**config.mk**
```make
export PLATFORM = sky130hd
export DESIGN_NAME = axis_stream_sink_ram_flat
export DESIGN_NICKNAME = d
export VERILOG_FILES = /design/src/rtl/axis_stream_sink_ram_pkg.sv /design/src/rtl/axis_stream_sink_ram_if.sv /design/src/rtl/axis_stream_sink_ram_fifo.sv /design/src/rtl/axis_stream_sink_ram.sv /design/src/flat_wrapper.sv
export SDC_FILE = /design/constraint.sdc
export NUM_CORES = 1
export LEC_CHECK = 0
export CORE_MARGIN = 4
export CORE_UTILIZATION = 50
export CTS_CLUSTER_DIAMETER = 60
export DETAILED_ROUTE_END_ITERATION = 7
export PLACE_DENSITY = 0.8
export SYNTH_ARGS = -nofsm -noshare
export SYNTH_HDL_FRONTEND = slang
export SYNTH_SLANG_ARGS = --single-unit
```
**constraint.sdc**
```tcl
create_clock -name S_AXIS_ACLK -period 2.7 [get_ports S_AXIS_ACLK]
set_input_delay 0.54 -clock S_AXIS_ACLK [delete_from_list [all_inputs] [get_ports S_AXIS_ACLK]]
set_output_delay 0.54 -clock S_AXIS_ACLK [all_outputs]
set_load 0.1 [all_outputs]
```
**src/rtl/axis_stream_sink_ram_pkg.sv**
```systemverilog
`default_nettype none
// +--------------------------------------------------------------------------+
// | axis_sink_pkg : state encodings and FIFO sizing for axis_stream_sink_ram |
// | Revision 1.0                                                             |
// +--------------------------------------------------------------------------+
package axis_sink_pkg;

    typedef enum logic [1:0] {
        ST_IDLE  = 2'd0,
        ST_RECV  = 2'd1,
        ST_FLUSH = 2'd2,
        ST_DONE  = 2'd3
    } sink_state_e;

    localparam int unsigned FIFO_DEPTH = 2;
    localparam int unsigned FIFO_CNT_W = $clog2(FIFO_DEPTH + 1);

endpackage
`default_nettype wire

```
**src/rtl/axis_stream_sink_ram_if.sv**
```systemverilog
`default_nettype none
// +--------------------------------------------------------------------------+
// | axis_stream_sink_ram_if : AXI4-Stream beat channel with master/slave view |
// | Revision 1.0                                                             |
// +--------------------------------------------------------------------------+
interface axis_stream_sink_ram_if #(
    parameter int C_S_AXIS_TDATA_WIDTH = 32
);
    logic                                TREADY;
    logic [C_S_AXIS_TDATA_WIDTH-1:0]     TDATA;
    logic [C_S_AXIS_TDATA_WIDTH/8-1:0]   TSTRB;
    logic                                TLAST;
    logic                                TVALID;

    modport master (
        output TDATA, TSTRB, TLAST, TVALID,
        input  TREADY
    );

    modport slave (
        input  TDATA, TSTRB, TLAST, TVALID,
        output TREADY
    );
endinterface
`default_nettype wire

```
**src/rtl/axis_stream_sink_ram_fifo.sv**
```systemverilog
`default_nettype none
// +--------------------------------------------------------------------------+
// | axis_skid_fifo2 : two-entry FIFO holding {data, strb, last} stream beats  |
// | Revision 1.0                                                             |
// +--------------------------------------------------------------------------+
module axis_skid_fifo2
    import axis_sink_pkg::*;
#(
    parameter int DATA_W = 32,
    parameter int STRB_W = DATA_W / 8
) (
    input  wire logic              clk,
    input  wire logic              rst_n,
    input  wire logic              push_i,
    input  wire logic              pop_i,
    input  wire logic              clear_i,
    input  wire logic [DATA_W-1:0] data_i,
    input  wire logic [STRB_W-1:0] strb_i,
    input  wire logic              last_i,
    output logic                   full_o,
    output logic                   empty_o,
    output logic [DATA_W-1:0]      head_data_o,
    output logic [STRB_W-1:0]      head_strb_o,
    output logic                   head_last_o
);
    localparam int ENTRY_W = DATA_W + STRB_W + 1;

    logic [ENTRY_W-1:0]    mem_q [FIFO_DEPTH];
    logic                  wr_ptr_q;
    logic                  rd_ptr_q;
    logic [FIFO_CNT_W-1:0] count_q;
    logic [FIFO_CNT_W-1:0] count_d;
    logic                  w_push;
    logic                  w_pop;

    assign full_o  = (count_q == FIFO_CNT_W'(FIFO_DEPTH));
    assign empty_o = (count_q == '0);
    assign w_push  = push_i && !full_o;
    assign w_pop   = pop_i && !empty_o;

    assign {head_data_o, head_strb_o, head_last_o} = mem_q[rd_ptr_q];

    always_comb begin
        count_d = count_q;
        case ({w_push, w_pop})
            2'b10:   count_d = count_q + FIFO_CNT_W'(1);
            2'b01:   count_d = count_q - FIFO_CNT_W'(1);
            default: count_d = count_q;
        endcase
    end

    // Clear outranks a same-cycle push: the incoming beat is dropped too.
    always_ff @(posedge clk or negedge rst_n) begin
        if (!rst_n) begin
            wr_ptr_q <= 1'b0;
            rd_ptr_q <= 1'b0;
            count_q  <= '0;
            for (int i = 0; i < int'(FIFO_DEPTH); i++) begin
                mem_q[i] <= '0;
            end
        end else if (clear_i) begin
            wr_ptr_q <= 1'b0;
            rd_ptr_q <= 1'b0;
            count_q  <= '0;
        end else begin
            if (w_push) begin
                mem_q[wr_ptr_q] <= {data_i, strb_i, last_i};
                wr_ptr_q        <= ~wr_ptr_q;
            end
            if (w_pop) begin
                rd_ptr_q <= ~rd_ptr_q;
            end
            count_q <= count_d;
        end
    end
endmodule
`default_nettype wire

```
**src/rtl/axis_stream_sink_ram.sv**
```systemverilog
`default_nettype none
// +--------------------------------------------------------------------------+
// | axis_stream_sink_ram : AXI4-Stream frame sink writing beats into a RAM    |
// | Revision 1.0                                                             |
// +--------------------------------------------------------------------------+
module axis_stream_sink_ram
    import axis_sink_pkg::*;
#(
    parameter int C_S_AXIS_TDATA_WIDTH = 32,
    parameter int DST_ADDR_WIDTH       = 12
) (
    input  wire logic                                S_AXIS_ACLK,
    input  wire logic                                S_AXIS_ARESETN,
    axis_stream_sink_ram_if.slave                    s_axis,
    input  wire logic                                arm,
    output logic [DST_ADDR_WIDTH-1:0]                dst_addr,
    output logic                                     dst_wr_en,
    output logic [C_S_AXIS_TDATA_WIDTH/8-1:0]        dst_byte_en,
    output logic [C_S_AXIS_TDATA_WIDTH-1:0]          dst_data,
    input  wire logic                                dst_stall,
    output logic                                     busy,
    output logic                                     frame_done,
    output logic [DST_ADDR_WIDTH:0]                  frame_beats,
    output logic                                     ovf_err
);
    localparam int STRB_W = C_S_AXIS_TDATA_WIDTH / 8;
    localparam logic [DST_ADDR_WIDTH-1:0] ADDR_MAX = {DST_ADDR_WIDTH{1'b1}};
    localparam logic [DST_ADDR_WIDTH:0]   CAPACITY = {1'b1, {DST_ADDR_WIDTH{1'b0}}};

    sink_state_e               state_q, state_d;
    logic [DST_ADDR_WIDTH-1:0] wr_addr_q, wr_addr_d;
    logic                      last_seen_q, last_seen_d;
    logic                      ovf_q, ovf_d;
    logic [DST_ADDR_WIDTH:0]   frame_beats_q, frame_beats_d;

    logic                      w_tready;
    logic                      w_hs;
    logic                      w_wr_en;
    logic                      w_push;
    logic                      w_pop;
    logic                      w_clear;
    logic                      w_fifo_full;
    logic                      w_fifo_empty;
    logic [C_S_AXIS_TDATA_WIDTH-1:0] w_head_data;
    logic [STRB_W-1:0]         w_head_strb;
    logic                      w_head_last;

    axis_skid_fifo2 #(
        .DATA_W (C_S_AXIS_TDATA_WIDTH),
        .STRB_W (STRB_W)
    ) u_fifo (
        .clk         (S_AXIS_ACLK),
        .rst_n       (S_AXIS_ARESETN),
        .push_i      (w_push),
        .pop_i       (w_pop),
        .clear_i     (w_clear),
        .data_i      (s_axis.TDATA),
        .strb_i      (s_axis.TSTRB),
        .last_i      (s_axis.TLAST),
        .full_o      (w_fifo_full),
        .empty_o     (w_fifo_empty),
        .head_data_o (w_head_data),
        .head_strb_o (w_head_strb),
        .head_last_o (w_head_last)
    );

    assign w_hs = s_axis.TVALID && w_tready;

    // TREADY depends only on state, FIFO occupancy and last_seen registers.
    always_comb begin
        state_d       = state_q;
        wr_addr_d     = wr_addr_q;
        last_seen_d   = last_seen_q;
        ovf_d         = ovf_q;
        frame_beats_d = frame_beats_q;
        w_tready      = 1'b0;
        w_wr_en       = 1'b0;
        w_push        = 1'b0;
        w_pop         = 1'b0;
        w_clear       = 1'b0;

        case (state_q)
            ST_IDLE: begin
                if (arm) begin
                    state_d     = ST_RECV;
                    wr_addr_d   = '0;
                    last_seen_d = 1'b0;
                    ovf_d       = 1'b0;
                end
            end

            ST_RECV: begin
                w_tready = !w_fifo_full && !last_seen_q;
                w_push   = w_hs;
                if (w_hs && s_axis.TLAST) begin
                    last_seen_d = 1'b1;
                end

                w_wr_en = !w_fifo_empty && !dst_stall;
                w_pop   = w_wr_en;

                if (w_wr_en) begin
                    if (w_head_last) begin
                        state_d       = ST_DONE;
                        frame_beats_d = {1'b0, wr_addr_q} + (DST_ADDR_WIDTH+1)'(1);
                    end else if (wr_addr_q == ADDR_MAX) begin
                        // Capacity reached mid-frame: drop the rest of it.
                        ovf_d         = 1'b1;
                        frame_beats_d = CAPACITY;
                        w_clear       = 1'b1;
                        if (last_seen_q || (w_hs && s_axis.TLAST)) begin
                            state_d = ST_DONE;
                        end else begin
                            state_d = ST_FLUSH;
                        end
                    end else begin
                        wr_addr_d = wr_addr_q + DST_ADDR_WIDTH'(1);
                    end
                end
            end

            ST_FLUSH: begin
                w_tready = 1'b1;
                if (s_axis.TVALID && s_axis.TLAST) begin
                    state_d = ST_DONE;
                end
            end

            ST_DONE: begin
                state_d = ST_IDLE;
            end

            default: begin
                state_d = ST_IDLE;
            end
        endcase
    end

    always_ff @(posedge S_AXIS_ACLK or negedge S_AXIS_ARESETN) begin
        if (!S_AXIS_ARESETN) begin
            state_q       <= ST_IDLE;
            wr_addr_q     <= '0;
            last_seen_q   <= 1'b0;
            ovf_q         <= 1'b0;
            frame_beats_q <= '0;
        end else begin
            state_q       <= state_d;
            wr_addr_q     <= wr_addr_d;
            last_seen_q   <= last_seen_d;
            ovf_q         <= ovf_d;
            frame_beats_q <= frame_beats_d;
        end
    end

    assign s_axis.TREADY = w_tready;
    assign dst_wr_en     = w_wr_en;
    assign dst_addr      = wr_addr_q;
    assign dst_data      = w_head_data;
    assign dst_byte_en   = w_head_strb;
    assign busy          = (state_q != ST_IDLE);
    assign frame_done    = (state_q == ST_DONE);
    assign frame_beats   = frame_beats_q;
    assign ovf_err       = ovf_q;
endmodule
`default_nettype wire

```
**src/flat_wrapper.sv**
```systemverilog
// flat-port wrapper written by rule: the top's interface ports become plain ports
module axis_stream_sink_ram_flat import axis_sink_pkg::*;
#(
    parameter int C_S_AXIS_TDATA_WIDTH = 32,
    parameter int DST_ADDR_WIDTH       = 12
)
  (S_AXIS_ACLK, S_AXIS_ARESETN, arm, dst_addr, dst_wr_en, dst_byte_en, dst_data, dst_stall, busy, frame_done, frame_beats, ovf_err, s_axis_TDATA, s_axis_TSTRB, s_axis_TLAST, s_axis_TVALID, s_axis_TREADY);
  axis_stream_sink_ram_if #(.C_S_AXIS_TDATA_WIDTH(C_S_AXIS_TDATA_WIDTH)) s_axis_i ();
  input  wire logic S_AXIS_ACLK;
  input  wire logic S_AXIS_ARESETN;
  input  wire logic arm;
  output logic [DST_ADDR_WIDTH-1:0] dst_addr;
  output logic dst_wr_en;
  output logic [C_S_AXIS_TDATA_WIDTH/8-1:0] dst_byte_en;
  output logic [C_S_AXIS_TDATA_WIDTH-1:0] dst_data;
  input  wire logic dst_stall;
  output logic busy;
  output logic frame_done;
  output logic [DST_ADDR_WIDTH:0] frame_beats;
  output logic ovf_err;
  input wire logic [$bits(s_axis_i.TDATA)-1:0] s_axis_TDATA;
  input wire logic [$bits(s_axis_i.TSTRB)-1:0] s_axis_TSTRB;
  input wire logic [$bits(s_axis_i.TLAST)-1:0] s_axis_TLAST;
  input wire logic [$bits(s_axis_i.TVALID)-1:0] s_axis_TVALID;
  output wire logic [$bits(s_axis_i.TREADY)-1:0] s_axis_TREADY;
  assign s_axis_i.TDATA = s_axis_TDATA;
  assign s_axis_i.TSTRB = s_axis_TSTRB;
  assign s_axis_i.TLAST = s_axis_TLAST;
  assign s_axis_i.TVALID = s_axis_TVALID;
  assign s_axis_TREADY = s_axis_i.TREADY;
  axis_stream_sink_ram #(.C_S_AXIS_TDATA_WIDTH(C_S_AXIS_TDATA_WIDTH), .DST_ADDR_WIDTH(DST_ADDR_WIDTH)) u_core (.S_AXIS_ACLK(S_AXIS_ACLK), .S_AXIS_ARESETN(S_AXIS_ARESETN), .s_axis(s_axis_i), .arm(arm), .dst_addr(dst_addr), .dst_wr_en(dst_wr_en), .dst_byte_en(dst_byte_en), .dst_data(dst_data), .dst_stall(dst_stall), .busy(busy), .frame_done(frame_done), .frame_beats(frame_beats), .ovf_err(ovf_err));
endmodule
```
==> impl_metrics.toml <==
[yosys]
synth_seq_area_share_pct = 50.4
synth_edf_count = 0
synth_simple_gate_area_share_pct = 8.46
synthAdderAreaFrac_pct = 1.41
synthFlopType = "dfrtp_1"
synth_mux_area_share_pct = 28.0
synth.top_cell.area_share_pct = 50.4
yosysTopAreaCell = "dfrtp_1"
synth_xor_area_share_pct = 1.81
synth_warnings = 0
postSynthCellCount = 391
synth_async_sr_flop_share_pct = 100
synth.cell_area_sq_mm = 0.00531
synth_top_family_by_area = "multiplexers"
syn_area_per_cell_sq_um = 13.6
ys_top_cells_by_area = "dfrtp_1 (50%), mux2_4 (17%), mux2_2 (11%)"
yosysUniqueCellTypes = 51
synth_compound_area_share_pct = 6.10
synth-seq-cells = 107
syn_nets = 439

[clocking]
clock-sinks = 107
postCtsSetupBuffers = 0
htree_levels = 3
hold_buffers = 0
cts_tree = "yes"
cts_resized = 0
clk_latency_ns = 0.36
cts.path.max_buffers = 2
cts.clk_slew.worst_paths_ns = 0.11
clockRootBuffer = "clkbuf_8"
numCtsBuffers = 9

[timing]
finalMaxSlewViolations = 0
fin_skew_ns = 0.0125
tightest_slew_ns = 0.562
min_period_over_period_pct = 93.3
hold_viol = 0
timing.hold.ws_ns = 0.147
rsz0062_at_grt = "false"
max_freq_mhz = 397
relSlewSlack_pct = 61.8
setup_viol = 0
setup_tns_ns = 0
min_period_ns = 2.52

[layout]
areaGrowthSynthToFinish_pct = 32.2
final_cell_mix = "dfrtp_1 (104), mux2_4 (60), mux2_2 (51)"
final_nets = 548
drive_above_1_share_pct = 43.8
num_antenna_cells = 0
nFillCells = 691
final_common_cell = "dfrtp_1"

[floorplan]
std_cell_rows = 37
ioPinCount = 108
initial_core_util_pct = 51.4
die_area_sq_mm = 0.0123
core_sq_mm = 0.0103
die-width_um = 111
die_y_um = 111

[place]
io_buffers = 107
place_congestion = 0.826
hpwl_um = 8380

[drt]
vias_per_cell = 5.49
drcViolationCount = 0
drtIter0Drc = 206
first_pass_iters = 4
dr_total_vias = 3519
wl_um = 11700
ant_nets = 0
post_drt_wl_per_cell_um = 18.3

[setup_path]
critPathKind = "reg2reg"
critPathCaptureType = "flop"
cp.required_ns = 2.94
worstPathMaxFanout = 36
startpoint_type = "flop"
worstPathArrival_ns = 2.76

[min_path]
worstHoldPathType = "in2async"

[global_routing]
grt_max_degree = 59
antenna_found_initial = 0
grt_pass1_wl_um = 19600
grt_pass1_vias = 3859
grt.total_usage_pct = 19.3
grt-ovfl-total = 0

[run_status]
status = "complete, no violations"

[job]
drv_cap = 0
## flip-flops by register name, indices dropped and copies added (netlist names)
register / cells
u_core.u_fifo.wr_ptr_q: 1
u_core.u_fifo.count_q: 2
u_core.dst_addr: 12
u_core.ovf_err: 1
u_core.state_q: 2
u_core.u_fifo.rd_ptr_q: 1
u_core.u_fifo.mem_q: 74
u_core.frame_beats: 13
u_core.last_seen_q: 1
## worst max-delay path: stages, from the launching register on
cell and delay, ns:
dfrtp_1 0.43, inv_1 0.13, ha_1 0.35, a31oi_1 0.18, nor3_2 0.30, nor3b_4 0.32, buf_12 0.31, mux2_2 0.37
## final timing paths
path	to	depth (start not counted)	slack [ns]	from
setup / recovery	u_core.u_fifo.mem_q[60]	7	0.18	u_core.state_q[1]
hold / removal	u_core.u_fifo.mem_q[10]	1	0.15	S_AXIS_ARESETN
setup reg to reg	u_core.u_fifo.mem_q[60]	7	0.18	u_core.state_q[1]
hold reg to reg	u_core.frame_beats[2]	1	0.50	u_core.frame_beats[2]
max in group asynchronous	u_core.u_fifo.mem_q[54]	2	1.87	S_AXIS_ARESETN
min in group S_AXIS_ACLK	u_core.frame_beats[2]	1	0.50	u_core.frame_beats[2]
## cell type report
| type | instances | area, sq um | share of cell area, % |
|---|---|---|---|
| Clock buffer | 10 | 138 | 1.96 |
| Clock inverter | 6 | 56.3 | 0.802 |
| Inverter | 9 | 33.8 | 0.481 |
| Multi-Input combinational cell | 255 | 2440 | 34.8 |
| Sequential cell | 107 | 2680 | 38.2 |
| Tap cell | 136 | 170 | 2.42 |
| Timing Repair Buffer | 118 | 1500 | 21.4 |
## kinds of logic after synthesis
kind of cell / Yosys count
compound gates: 46
xor+xnor: 11
fa+ha+maj: 6
buf+inv: 29
flops: 107
mux: 112
simple gates: 80
## cell usage after synthesis (5+ instances only)
cell type / instances
buf_6: 5
clkbuf_1: 7
dfrtp_1: 107
ha_1: 6
inv_1: 8
mux2_2: 51
mux2_4: 60
nand2_1: 22
nand3_1: 10
nor2_1: 11
nor3_1: 8
o21ai_0: 16
xnor2_1: 5
xor2_1: 6
## routing by layer
metal	wire length (um)	track usage, %
met5	0	0
met4	119	5.35
met3	570	3.82
met2	5760	31.4
met1	5260	26.5
## through the flow
step / instance area, sq um / std cells / worst slack, ns / utilization (%)
after global placement: 6830 / 625 / 0.0734 / 66.1
after CTS: 7020 / 641 / 0.188 / 68.0
after global routing: 7020 / 641 / 0.0519 / 68.0
after floorplan: 5320 / 391 / 0.00856 / -
after detailed placement: 6830 / 625 / 0.0546 / 66.1
final: 7020 / 641 / 0.180 / 68.0
Power is not shown: default switching activity piles up to over one toggle a cycle in this logic, so the estimate is an artifact.
